**config.mk**
```make
export PLATFORM = sky130hd
export DESIGN_NAME = pw_capture_seq
export DESIGN_NICKNAME = d
export VERILOG_FILES = /design/src/rtl/pw_capture_seq.sv
export SDC_FILE = /design/constraint.sdc
export NUM_CORES = 1
export LEC_CHECK = 0
export ABC_AREA = 1
export CAP_MARGIN = 20
export CORE_ASPECT_RATIO = 1.1
export CORE_MARGIN = 4
export CORE_UTILIZATION = 56
export DETAILED_ROUTE_END_ITERATION = 16
export PLACE_DENSITY = 0.9
export SETUP_SLACK_MARGIN = 0.02
export SLEW_MARGIN = 20
export SYNTH_ARGS = -nofsm -noshare
export SYNTH_HDL_FRONTEND = slang
export SYNTH_SLANG_ARGS = --single-unit
```
**constraint.sdc**
```tcl
create_clock -name fe_clk -period 5.28 [get_ports fe_clk]
set_input_delay 0.528 -clock fe_clk [delete_from_list [all_inputs] [get_ports fe_clk]]
set_output_delay 0.528 -clock fe_clk [all_outputs]
set_load 0.005 [all_outputs]
```
**src/rtl/pw_capture_seq.sv**
```systemverilog
// Pulse-width capture sequencer: arm, wait for match, optional delay, gated capture window.
// Optional ARMED timeout is built only when PW_SEQ_TIMEOUT_EN is defined.
module pw_capture_seq #(
  parameter int pCAPTURE_LEN_WIDTH = 16,
  parameter int pDELAY_WIDTH       = 16,
  parameter int pTIMEOUT_WIDTH     = 24
) (
  input  logic                          fe_clk,
  input  logic                          reset_i,
  input  logic                          I_arm,
  input  logic                          I_disarm,
  input  logic                          I_match,
  input  logic                          I_fe_wr,
  input  logic                          I_fifo_full,
  input  logic [pCAPTURE_LEN_WIDTH-1:0] I_capture_len,
  input  logic [pDELAY_WIDTH-1:0]       I_capture_delay,
  input  logic [pTIMEOUT_WIDTH-1:0]     I_timeout,
  output logic                          O_armed,
  output logic                          O_capture_enable,
  output logic                          O_done,
  output logic                          O_overflow,
  output logic                          O_timeout,
  output logic [2:0]                    O_state,
  output logic [pCAPTURE_LEN_WIDTH-1:0] O_count
);

  typedef enum logic [2:0] {
    ST_IDLE    = 3'd0,
    ST_ARMED   = 3'd1,
    ST_DELAY   = 3'd2,
    ST_CAPTURE = 3'd3,
    ST_DONE    = 3'd4
  } state_t;

  localparam logic [pCAPTURE_LEN_WIDTH-1:0] CNT_ONE = {{(pCAPTURE_LEN_WIDTH-1){1'b0}}, 1'b1};
  localparam logic [pDELAY_WIDTH-1:0]       DLY_ONE = {{(pDELAY_WIDTH-1){1'b0}}, 1'b1};

  state_t                        state_q, state_d;
  logic [pCAPTURE_LEN_WIDTH-1:0] len_q, len_d;
  logic [pDELAY_WIDTH-1:0]       dly_q, dly_d;
  logic [pDELAY_WIDTH-1:0]       dcnt_q, dcnt_d;
  logic [pCAPTURE_LEN_WIDTH-1:0] cnt_q, cnt_d;
  logic [pCAPTURE_LEN_WIDTH-1:0] cnt_inc;
  logic                          ovf_q, ovf_d;
  logic                          tmo_q, tmo_d;
  logic                          done_q, done_d;

`ifdef PW_SEQ_TIMEOUT_EN
  localparam logic [pTIMEOUT_WIDTH-1:0] TO_ONE = {{(pTIMEOUT_WIDTH-1){1'b0}}, 1'b1};
  logic [pTIMEOUT_WIDTH-1:0] to_q, to_d;
  logic [pTIMEOUT_WIDTH-1:0] tcnt_q, tcnt_d;
`else
  logic unused_timeout;
  assign unused_timeout = ^I_timeout;
`endif

  // Count saturates at all-ones rather than wrapping.
  assign cnt_inc = (cnt_q == {pCAPTURE_LEN_WIDTH{1'b1}}) ? cnt_q : cnt_q + CNT_ONE;

  always_comb begin
    state_d = state_q;
    len_d   = len_q;
    dly_d   = dly_q;
    dcnt_d  = dcnt_q;
    cnt_d   = cnt_q;
    ovf_d   = ovf_q;
    tmo_d   = tmo_q;
`ifdef PW_SEQ_TIMEOUT_EN
    to_d    = to_q;
    tcnt_d  = tcnt_q;
`endif
    if (I_disarm) begin
      state_d = ST_IDLE;
    end else begin
      case (state_q)
        ST_IDLE: begin
          if (I_arm) begin
            state_d = ST_ARMED;
            len_d   = I_capture_len;
            dly_d   = I_capture_delay;
            cnt_d   = '0;
            ovf_d   = 1'b0;
            tmo_d   = 1'b0;
`ifdef PW_SEQ_TIMEOUT_EN
            to_d    = I_timeout;
            tcnt_d  = I_timeout - TO_ONE;
`endif
          end
        end
        ST_ARMED: begin
          // A match in the expiry cycle takes precedence over the timeout.
          if (I_match) begin
            if (dly_q == '0) begin
              state_d = ST_CAPTURE;
            end else begin
              state_d = ST_DELAY;
              dcnt_d  = dly_q - DLY_ONE;
            end
          end
`ifdef PW_SEQ_TIMEOUT_EN
          else if (to_q != '0) begin
            if (tcnt_q == '0) begin
              state_d = ST_DONE;
              tmo_d   = 1'b1;
            end else begin
              tcnt_d = tcnt_q - TO_ONE;
            end
          end
`endif
        end
        ST_DELAY: begin
          if (dcnt_q == '0) begin
            state_d = ST_CAPTURE;
          end else begin
            dcnt_d = dcnt_q - DLY_ONE;
          end
        end
        ST_CAPTURE: begin
          if (I_fe_wr) begin
            cnt_d = cnt_inc;
          end
          if (I_fifo_full) begin
            ovf_d   = 1'b1;
            state_d = ST_DONE;
          end else if (I_fe_wr && (len_q != '0) && (cnt_inc == len_q)) begin
            state_d = ST_DONE;
          end
        end
        ST_DONE: begin
          if (!I_arm) begin
            state_d = ST_IDLE;
          end
        end
        default: state_d = ST_IDLE;
      endcase
    end
    done_d = (state_d == ST_DONE) && (state_q != ST_DONE);
  end

  always_ff @(posedge fe_clk) begin
    if (reset_i) begin
      state_q <= ST_IDLE;
      len_q   <= '0;
      dly_q   <= '0;
      dcnt_q  <= '0;
      cnt_q   <= '0;
      ovf_q   <= 1'b0;
      tmo_q   <= 1'b0;
      done_q  <= 1'b0;
    end else begin
      state_q <= state_d;
      len_q   <= len_d;
      dly_q   <= dly_d;
      dcnt_q  <= dcnt_d;
      cnt_q   <= cnt_d;
      ovf_q   <= ovf_d;
      tmo_q   <= tmo_d;
      done_q  <= done_d;
    end
  end

`ifdef PW_SEQ_TIMEOUT_EN
  always_ff @(posedge fe_clk) begin
    if (reset_i) begin
      to_q   <= '0;
      tcnt_q <= '0;
    end else begin
      to_q   <= to_d;
      tcnt_q <= tcnt_d;
    end
  end
  assign O_timeout = tmo_q;
`else
  assign O_timeout = 1'b0;
`endif

  assign O_armed          = (state_q == ST_ARMED);
  assign O_capture_enable = (state_q == ST_CAPTURE);
  assign O_done           = done_q;
  assign O_overflow       = ovf_q;
  assign O_state          = state_q;
  assign O_count          = cnt_q;

endmodule
```
==> results of run 1 <==
==> through the flow <==
step	instances	total power [mW]	cell area, um2	hold WS (ns)
3_5_place_dp	778	0.7836	4808	0.4678
3_3_place_gp	778	0.7763	4808	0.4574
2_1_floorplan	652	0.7147	4213	0.4368
6_report	793	1.224	5016	0.4773
4_1_cts	793	1.222	5007	0.4783
5_1_grt	793	1.277	5016	0.5055
==> sequential cells by signal, summed over array words and instances (netlist names) <==
signal	cells
len_q	16
O_done	1
O_overflow	1
dly_q	16
O_count	16
dcnt_q	16
O_state	3
==> logic make-up (layout without fill, tap and decap cells) <==
kind of cell / count (synthesis) / after routing / synth area share [%]
flops: 69 / 69 / 32.79
compound gates: 145 / 145 / 19.48
other cells: 1 / 1 / 0.08901
simple gates: 303 / 303 / 32.46
buf+inv: 119 / 175 / 11.88
xor+xnor: 13 / 13 / 2.703
fa+ha+maj: 2 / 2 / 0.5939
==> worst max-delay path, cell delays in order <==
cell and delay, ns:
sky130_fd_sc_hd__clkdlybuf4s50_1 0.52, sky130_fd_sc_hd__nand2_1 0.09, sky130_fd_sc_hd__nor2_1 0.54, sky130_fd_sc_hd__inv_1 0.45, sky130_fd_sc_hd__buf_4 0.37, sky130_fd_sc_hd__o21ai_0 0.26, sky130_fd_sc_hd__a21oi_1 0.06
==> synthesized netlist by cell type (2+ instances only) <==
cell type	instances
sky130_fd_sc_hd__nor3_1	2
sky130_fd_sc_hd__buf_2	3
sky130_fd_sc_hd__inv_1	87
sky130_fd_sc_hd__dfxtp_1	69
sky130_fd_sc_hd__xnor2_1	3
sky130_fd_sc_hd__o211ai_2	2
sky130_fd_sc_hd__o21bai_1	3
sky130_fd_sc_hd__o21ai_2	9
sky130_fd_sc_hd__nor4_1	5
sky130_fd_sc_hd__nand4_1	11
sky130_fd_sc_hd__inv_2	9
sky130_fd_sc_hd__xor2_1	10
sky130_fd_sc_hd__clkbuf_1	13
sky130_fd_sc_hd__nor2_4	4
sky130_fd_sc_hd__nand2_2	8
sky130_fd_sc_hd__o21ai_1	11
sky130_fd_sc_hd__nand3_2	5
sky130_fd_sc_hd__a21oi_1	64
sky130_fd_sc_hd__nand3b_1	2
sky130_fd_sc_hd__a31oi_1	2
sky130_fd_sc_hd__buf_4	2
sky130_fd_sc_hd__buf_6	2
sky130_fd_sc_hd__nand2_1	150
sky130_fd_sc_hd__o21ai_0	47
sky130_fd_sc_hd__nand3_1	39
sky130_fd_sc_hd__nor2_1	63
sky130_fd_sc_hd__nor2_2	8
sky130_fd_sc_hd__ha_1	2
==> metal layers <==
| layer | global-route usage (%) | part of all wire, % | vias up |
|---|---|---|---|
| met5 | 0 | 0 | - |
| met1 | 28.65 | 40 | 1981 |
| met2 | 46.49 | 51 | 168 |
| li1 | - | - | 2206 |
| met4 | 12.25 | 3.8 | 0 |
| met3 | 4.122 | 5.6 | 39 |
==> cell type report <==
class | count | area, um2
Clock inverter | 4 | 47.55
Tap cell | 85 | 106.4
Fill cell | 589 | 2151
Sequential cell | 69 | 1381
Clock buffer | 11 | 151.4
Multi-Input combinational cell | 464 | 2340
Timing Repair Buffer | 63 | 625.6
Inverter | 97 | 364.1
==> power groups by stage <==
stage | logic [mW] | registers, mW | clock network [mW]
global placement | 0.208 | 0.568 | 0
global route | 0.246 | 0.560 | 0.471
CTS | 0.219 | 0.557 | 0.446
detailed placement | 0.214 | 0.569 | 0
finish | 0.222 | 0.558 | 0.445
floorplan | 0.149 | 0.566 | 0
==> worst max-delay path by stage <==
stage	end	cells past startpoint
6_report	len_q[6]	7
4_1_cts	O_count[10]	6
3_5_place_dp	O_count[10]	6
2_1_floorplan	O_done	16
3_3_place_gp	O_count[7]	6
5_1_grt	O_done	17
==> flow_results.xml, run 1 <==
<?xml version="1.0" encoding="UTF-8"?>
<metrics>
  <group name="clock_tree">
    <metric name="cts.root.buffer_cell" unit="">sky130_fd_sc_hd__clkbuf_8</metric>
    <metric name="clock_sink_count" unit="">69</metric>
    <metric name="clk_latency" unit="ns">0.36</metric>
    <metric name="path_clk_slew" unit="ns">0.07</metric>
    <metric name="post_cts.repair.setup_buffers" unit="">0</metric>
    <metric name="htree_num_levels" unit="">3</metric>
    <metric name="clock_path_buffers" unit="">2</metric>
    <metric name="clock_tree_from_tritoncts" unit="">yes</metric>
    <metric name="postCtsHoldBufs" unit="">0</metric>
    <metric name="cts_buffers" unit="">9</metric>
    <metric name="number_of_gates_given_a_new_drive_strength_after_cts" unit="">0</metric>
  </group>
  <group name="synthesis">
    <metric name="yosysWarningCount" unit="">0</metric>
    <metric name="synth_nets" unit="">717</metric>
    <metric name="yosys.area.top_type_share" unit="%">32.79</metric>
    <metric name="synth.cell_area" unit="um2">4213</metric>
    <metric name="synth.area.top_cells" unit="">sky130_fd_sc_hd__dfxtp_1 (33%), sky130_fd_sc_hd__nand2_1 (13%), sky130_fd_sc_hd__inv_1 (7.8%)</metric>
    <metric name="post_synth_edffs" unit="">0</metric>
    <metric name="synthesis.area_per_instance" unit="um2">6.461</metric>
    <metric name="synthFlopType" unit="">sky130_fd_sc_hd__dfxtp_1</metric>
    <metric name="ys_ff_latch" unit="">69</metric>
    <metric name="yosysUniqueCellTypes" unit="">45</metric>
    <metric name="cells_after_synth" unit="">652</metric>
    <metric name="asyncSetResetFlopFracSynth" unit="%">0</metric>
    <metric name="seq_area_frac_synth" unit="%">32.79</metric>
    <metric name="synth_largest_area_cell" unit="">sky130_fd_sc_hd__dfxtp_1</metric>
  </group>
  <group name="layout">
    <metric name="area_delta_synth_final" unit="%">19.07</metric>
    <metric name="final_layout_size_suffix_gt1_share" unit="%">9.746</metric>
    <metric name="insertedDiodeCount" unit="">0</metric>
    <metric name="fin_nets" unit="">769</metric>
    <metric name="final_core_utilization" unit="%">69.99</metric>
    <metric name="mostFrequentLayoutCell" unit="">sky130_fd_sc_hd__nand2_1</metric>
    <metric name="most-common-layout-cells" unit="">sky130_fd_sc_hd__nand2_1 (150), sky130_fd_sc_hd__inv_1 (87), sky130_fd_sc_hd__dfxtp_1 (69)</metric>
  </group>
  <group name="grt">
    <metric name="grt_start_max_net_pins" unit="">41</metric>
    <metric name="number_of_global_route_vias_before_repair" unit="">4241</metric>
    <metric name="track_usage" unit="%">25.45</metric>
    <metric name="grt_first_pass_wirelength" unit="um">18860</metric>
    <metric name="antenna_violations_before_repair" unit="">0</metric>
    <metric name="globalRoute.totalOverflow" unit="">0</metric>
  </group>
  <group name="pwr">
    <metric name="power_frac_clock" unit="%">36.3</metric>
    <metric name="vdd_ir_drop_max" unit="uV">166.2</metric>
    <metric name="power.switching" unit="mW">0.3517</metric>
    <metric name="power.sequential.fraction" unit="%">45.6</metric>
    <metric name="power.density_cell_area" unit="nW/um2">244.1</metric>
    <metric name="power_report.internal_total" unit="mW">0.8725</metric>
    <metric name="p_leak" unit="nW">2.247</metric>
    <metric name="p_comb_share" unit="%">18.1</metric>
    <metric name="netSwitchingFraction" unit="%">28.73</metric>
  </group>
  <group name="critical_path">
    <metric name="regToRegEndpoint" unit="">O_done</metric>
    <metric name="critical_path.max_fanout" unit="">40</metric>
    <metric name="critPathRequiredTime" unit="ns">5.51</metric>
    <metric name="path_depth_of_the_worst_reg2reg_path" unit="">17</metric>
    <metric name="setup.worst_path.start" unit="">I_arm</metric>
    <metric name="critical_path_arrival" unit="ns">2.83</metric>
    <metric name="reg2reg_from" unit="">O_count[0]</metric>
    <metric name="crit_path_end_kind" unit="">register</metric>
    <metric name="worstSetupPathType" unit="">input pin to register</metric>
    <metric name="worstSetupStartpointType" unit="">input pin</metric>
    <metric name="ff2ff_setup_slack" unit="ns">2.72</metric>
  </group>
  <group name="drt">
    <metric name="initial_drc_count" unit="">262</metric>
    <metric name="drc" unit="">0</metric>
    <metric name="wl_per_cell" unit="um">14.22</metric>
    <metric name="finalWirelength" unit="um">11280</metric>
    <metric name="route.antenna.remaining_nets" unit="">0</metric>
    <metric name="drt_first_pass_iters" unit="">5</metric>
    <metric name="vias_per_cell" unit="">5.541</metric>
    <metric name="route.vias.total" unit="">4394</metric>
  </group>
  <group name="worst_hold_path">
    <metric name="worstHoldEndpoint" unit="">dly_q[8]</metric>
    <metric name="min_from" unit="">dly_q[8]</metric>
    <metric name="hold-path-cell-count" unit="">2</metric>
    <metric name="hold_path_class" unit="">register to register</metric>
  </group>
  <group name="die">
    <metric name="floorplan.rows" unit="">32</metric>
    <metric name="floorplan.io_pins" unit="">87</metric>
    <metric name="die_area" unit="um2">8976</metric>
    <metric name="die_h" unit="um">98.97</metric>
    <metric name="horizontal_die_dimension" unit="um">90.70</metric>
    <metric name="coreArea" unit="um2">7167</metric>
    <metric name="floorplan.initialDensity" unit="%">58.78</metric>
  </group>
  <group name="sta">
    <metric name="fin_setup_tns" unit="ns">0</metric>
    <metric name="maxSlewViolCount" unit="">0</metric>
    <metric name="setup_viol" unit="">0</metric>
    <metric name="least_margin_pin_slew" unit="ns">0.9298</metric>
    <metric name="final_worst_slack" unit="ns">2.678</metric>
    <metric name="achievable-frequency" unit="MHz">384.3</metric>
    <metric name="report.final.hold_viol_count" unit="">0</metric>
    <metric name="max-slew-margin-rel" unit="%">37.82</metric>
    <metric name="setup_clock_skew_after_layout" unit="ns">0.008309</metric>
    <metric name="final.period_utilization" unit="%">49.28</metric>
    <metric name="grt_setup_unrepaired" unit="">false</metric>
    <metric name="period_needed" unit="ns">2.602</metric>
  </group>
  <group name="placed_design">
    <metric name="dp_slack" unit="ns">2.315</metric>
    <metric name="port_buf_inserts" unit="">61</metric>
    <metric name="gpl_congestion" unit="">0.9290</metric>
    <metric name="place_hpwl" unit="um">8325</metric>
  </group>
  <group name="run">
    <metric name="max_cap_violations" unit="">0</metric>
  </group>
  <group name="status">
    <metric name="run_status" unit="">finished clean</metric>
  </group>
</metrics>
No activity file was read; power rests on OpenSTA's default activity.
==> inputs of run 2 (changes only) <==
- CORE_UTILIZATION: 56 -> 47
- PLACE_DENSITY: 0.9 -> 0.81
- clock period: 5.28 -> 2.2 ns (I/O delays scaled with it)
==> flow_results.xml, run 2 (same netlist as run 1, synthesis figures left out) <==
<?xml version="1.0" encoding="UTF-8"?>
<metrics>
  <group name="die">
    <metric name="floorplan.initialDensity" unit="%">49.33</metric>
    <metric name="floorplan.io_pins" unit="">87</metric>
    <metric name="die_h" unit="um">107.3</metric>
    <metric name="die_area" unit="um2">10540</metric>
    <metric name="coreArea" unit="um2">8539</metric>
    <metric name="floorplan.rows" unit="">35</metric>
    <metric name="horizontal_die_dimension" unit="um">98.27</metric>
  </group>
  <group name="clock_tree">
    <metric name="clock_path_buffers" unit="">2</metric>
    <metric name="cts_buffers" unit="">9</metric>
    <metric name="htree_num_levels" unit="">3</metric>
    <metric name="clock_sink_count" unit="">69</metric>
    <metric name="cts.root.buffer_cell" unit="">sky130_fd_sc_hd__clkbuf_8</metric>
    <metric name="clk_latency" unit="ns">0.35</metric>
    <metric name="postCtsHoldBufs" unit="">0</metric>
    <metric name="clock_tree_from_tritoncts" unit="">yes</metric>
    <metric name="path_clk_slew" unit="ns">0.08</metric>
  </group>
  <group name="critical_path">
    <metric name="critical_path_arrival" unit="ns">2.44</metric>
    <metric name="reg2reg_from" unit="">O_state[1]</metric>
    <metric name="setup.worst_path.end" unit="">dcnt_q[10]</metric>
    <metric name="critPathRequiredTime" unit="ns">2.45</metric>
    <metric name="regToRegEndpoint" unit="">dcnt_q[10]</metric>
    <metric name="crit_path_end_kind" unit="">register</metric>
    <metric name="setup.worst_path.start" unit="">O_state[1]</metric>
    <metric name="ff2ff_setup_slack" unit="ns">0.01</metric>
    <metric name="worstSetupPathType" unit="">register to register</metric>
    <metric name="worstSetupStartpointType" unit="">register</metric>
    <metric name="path_depth_of_the_worst_reg2reg_path" unit="">14</metric>
    <metric name="critical_path.max_fanout" unit="">8</metric>
  </group>
  <group name="drt">
    <metric name="vias_per_cell" unit="">5.377</metric>
    <metric name="finalWirelength" unit="um">12470</metric>
    <metric name="wl_per_cell" unit="um">14.51</metric>
    <metric name="drc" unit="">0</metric>
    <metric name="initial_drc_count" unit="">233</metric>
    <metric name="route.vias.total" unit="">4619</metric>
    <metric name="route.antenna.remaining_nets" unit="">0</metric>
    <metric name="drt_first_pass_iters" unit="">5</metric>
  </group>
  <group name="layout">
    <metric name="mostFrequentLayoutCell" unit="">sky130_fd_sc_hd__nand2_1</metric>
    <metric name="insertedDiodeCount" unit="">0</metric>
    <metric name="fin_nets" unit="">808</metric>
    <metric name="most-common-layout-cells" unit="">sky130_fd_sc_hd__nand2_1 (140), sky130_fd_sc_hd__inv_1 (84), sky130_fd_sc_hd__a21oi_1 (64)</metric>
    <metric name="multi_input_comb_area" unit="um2">2560</metric>
    <metric name="final_layout_size_suffix_gt1_share" unit="%">20.72</metric>
    <metric name="final-seq-area" unit="um2">1404</metric>
    <metric name="finish.instance_area" unit="um2">5684</metric>
    <metric name="final.fill_count" unit="">729</metric>
    <metric name="area_delta_synth_final" unit="%">34.93</metric>
    <metric name="layoutNonFillerInstCount" unit="">859</metric>
    <metric name="final_core_utilization" unit="%">66.56</metric>
  </group>
  <group name="placed_design">
    <metric name="port_buf_inserts" unit="">61</metric>
    <metric name="gpl_congestion" unit="">0.9320</metric>
    <metric name="placed_cells" unit="">832</metric>
    <metric name="total_cell_area_at_the_placement_stage" unit="um2">5064</metric>
    <metric name="place_hpwl" unit="um">8932</metric>
  </group>
  <group name="sta">
    <metric name="hold-worst-slack" unit="ns">0.4512</metric>
    <metric name="report.final.hold_viol_count" unit="">0</metric>
    <metric name="achievable-frequency" unit="MHz">457.1</metric>
    <metric name="max-slew-margin-rel" unit="%">51.95</metric>
    <metric name="maxSlewViolCount" unit="">0</metric>
    <metric name="setup_clock_skew_after_layout" unit="ns">0.01067</metric>
    <metric name="final.period_utilization" unit="%">99.43</metric>
    <metric name="setup_viol" unit="">0</metric>
    <metric name="grt_setup_unrepaired" unit="">true</metric>
    <metric name="period_needed" unit="ns">2.188</metric>
    <metric name="least_margin_pin_slew" unit="ns">0.7200</metric>
  </group>
  <group name="pwr">
    <metric name="power.total" unit="mW">3.344</metric>
    <metric name="power.density_cell_area" unit="nW/um2">588.2</metric>
    <metric name="vdd_ir_drop_max" unit="uV">429.9</metric>
    <metric name="p_leak" unit="nW">2.510</metric>
  </group>
  <group name="grt">
    <metric name="grt_start_max_net_pins" unit="">32</metric>
    <metric name="track_usage" unit="%">21.93</metric>
    <metric name="globalRoute.totalOverflow" unit="">0</metric>
    <metric name="grt_first_pass_wirelength" unit="um">18860</metric>
    <metric name="number_of_global_route_vias_before_repair" unit="">4167</metric>
    <metric name="antenna_violations_before_repair" unit="">0</metric>
  </group>
  <group name="worst_hold_path">
    <metric name="hold_path_class" unit="">input pin to register</metric>
    <metric name="min_from" unit="">I_capture_delay[10]</metric>
  </group>
  <group name="run">
    <metric name="max_cap_violations" unit="">0</metric>
  </group>
  <group name="status">
    <metric name="run_status" unit="">finished clean</metric>
  </group>
</metrics>
[run 2: layer usage]
metal / GRT usage (%) / share of wire (%) / wire length [um]
met4: 8.390 / 2.4 / 297
met1: 25.04 / 39 / 4822
met3: 2.592 / 5.1 / 637
met2: 41.49 / 54 / 6708
met5: 0 / 0 / 0
[run 2: metrics by stage]
stage | worst slack [ns] | setup TNS [ns]
detailed placement | -0.01787 | -0.04853
floorplan | 0.2217 | 0
global route | -0.04988 | -0.08215
CTS | 0.001230 | 0
global placement | 0.02124 | 0
finish | 0.01246 | 0
[run 2: worst max-delay path, stage by stage, from the launching register on]
cell and delay (ns):
sky130_fd_sc_hd__dfxtp_4 0.37, sky130_fd_sc_hd__inv_2 0.05, sky130_fd_sc_hd__nor2_4 0.17, sky130_fd_sc_hd__nand2_4 0.14, sky130_fd_sc_hd__buf_4 0.16, sky130_fd_sc_hd__o21ai_2 0.13, sky130_fd_sc_hd__inv_2 0.07, sky130_fd_sc_hd__nor2_2 0.13
sky130_fd_sc_hd__nand3_2 0.15, sky130_fd_sc_hd__nor2_4 0.16, sky130_fd_sc_hd__nand2_1 0.10, sky130_fd_sc_hd__o21ai_1 0.18, sky130_fd_sc_hd__nand3_1 0.13, sky130_fd_sc_hd__o211ai_2 0.09, sky130_fd_sc_hd__inv_2 0.03
[run 2: repair_timing]
| action | CTS | global route |
|---|---|---|
| resized for setup | 5 | 65 |
| buffers inserted | 0 | 10 |
| pin swaps | 1 | 22 |
| setup endpoints to repair | 3 | 11 |
| cloned | 0 | 1 |
[run 2: cell type report]
type	count	area share, %
inverter	97	6.449
timing repair buffer	101	16.60
sequential	69	24.70
clock buffer	10	2.421
clock inverter	6	2.355
tap	111	2.443
multi-input combinational	465	45.04
[run 2: power breakdown]
part	leakage (nW)	switching [mW]	internal (mW)	total, mW
combinational	1.80	0.341	0.244	0.585
sequential	0.569	0.0370	1.30	1.34
clock	0.136	0.524	0.899	1.42
total	2.51	0.902	2.44	3.34
[run 2: worst min-delay path by stage]
stage / to / depth (start not counted)
CTS: dly_q[10] / 3
finish: dly_q[10] / 3
floorplan: dly_q[14] / 2
global route: dly_q[10] / 3
global placement: dly_q[12] / 2
detailed placement: dly_q[9] / 2
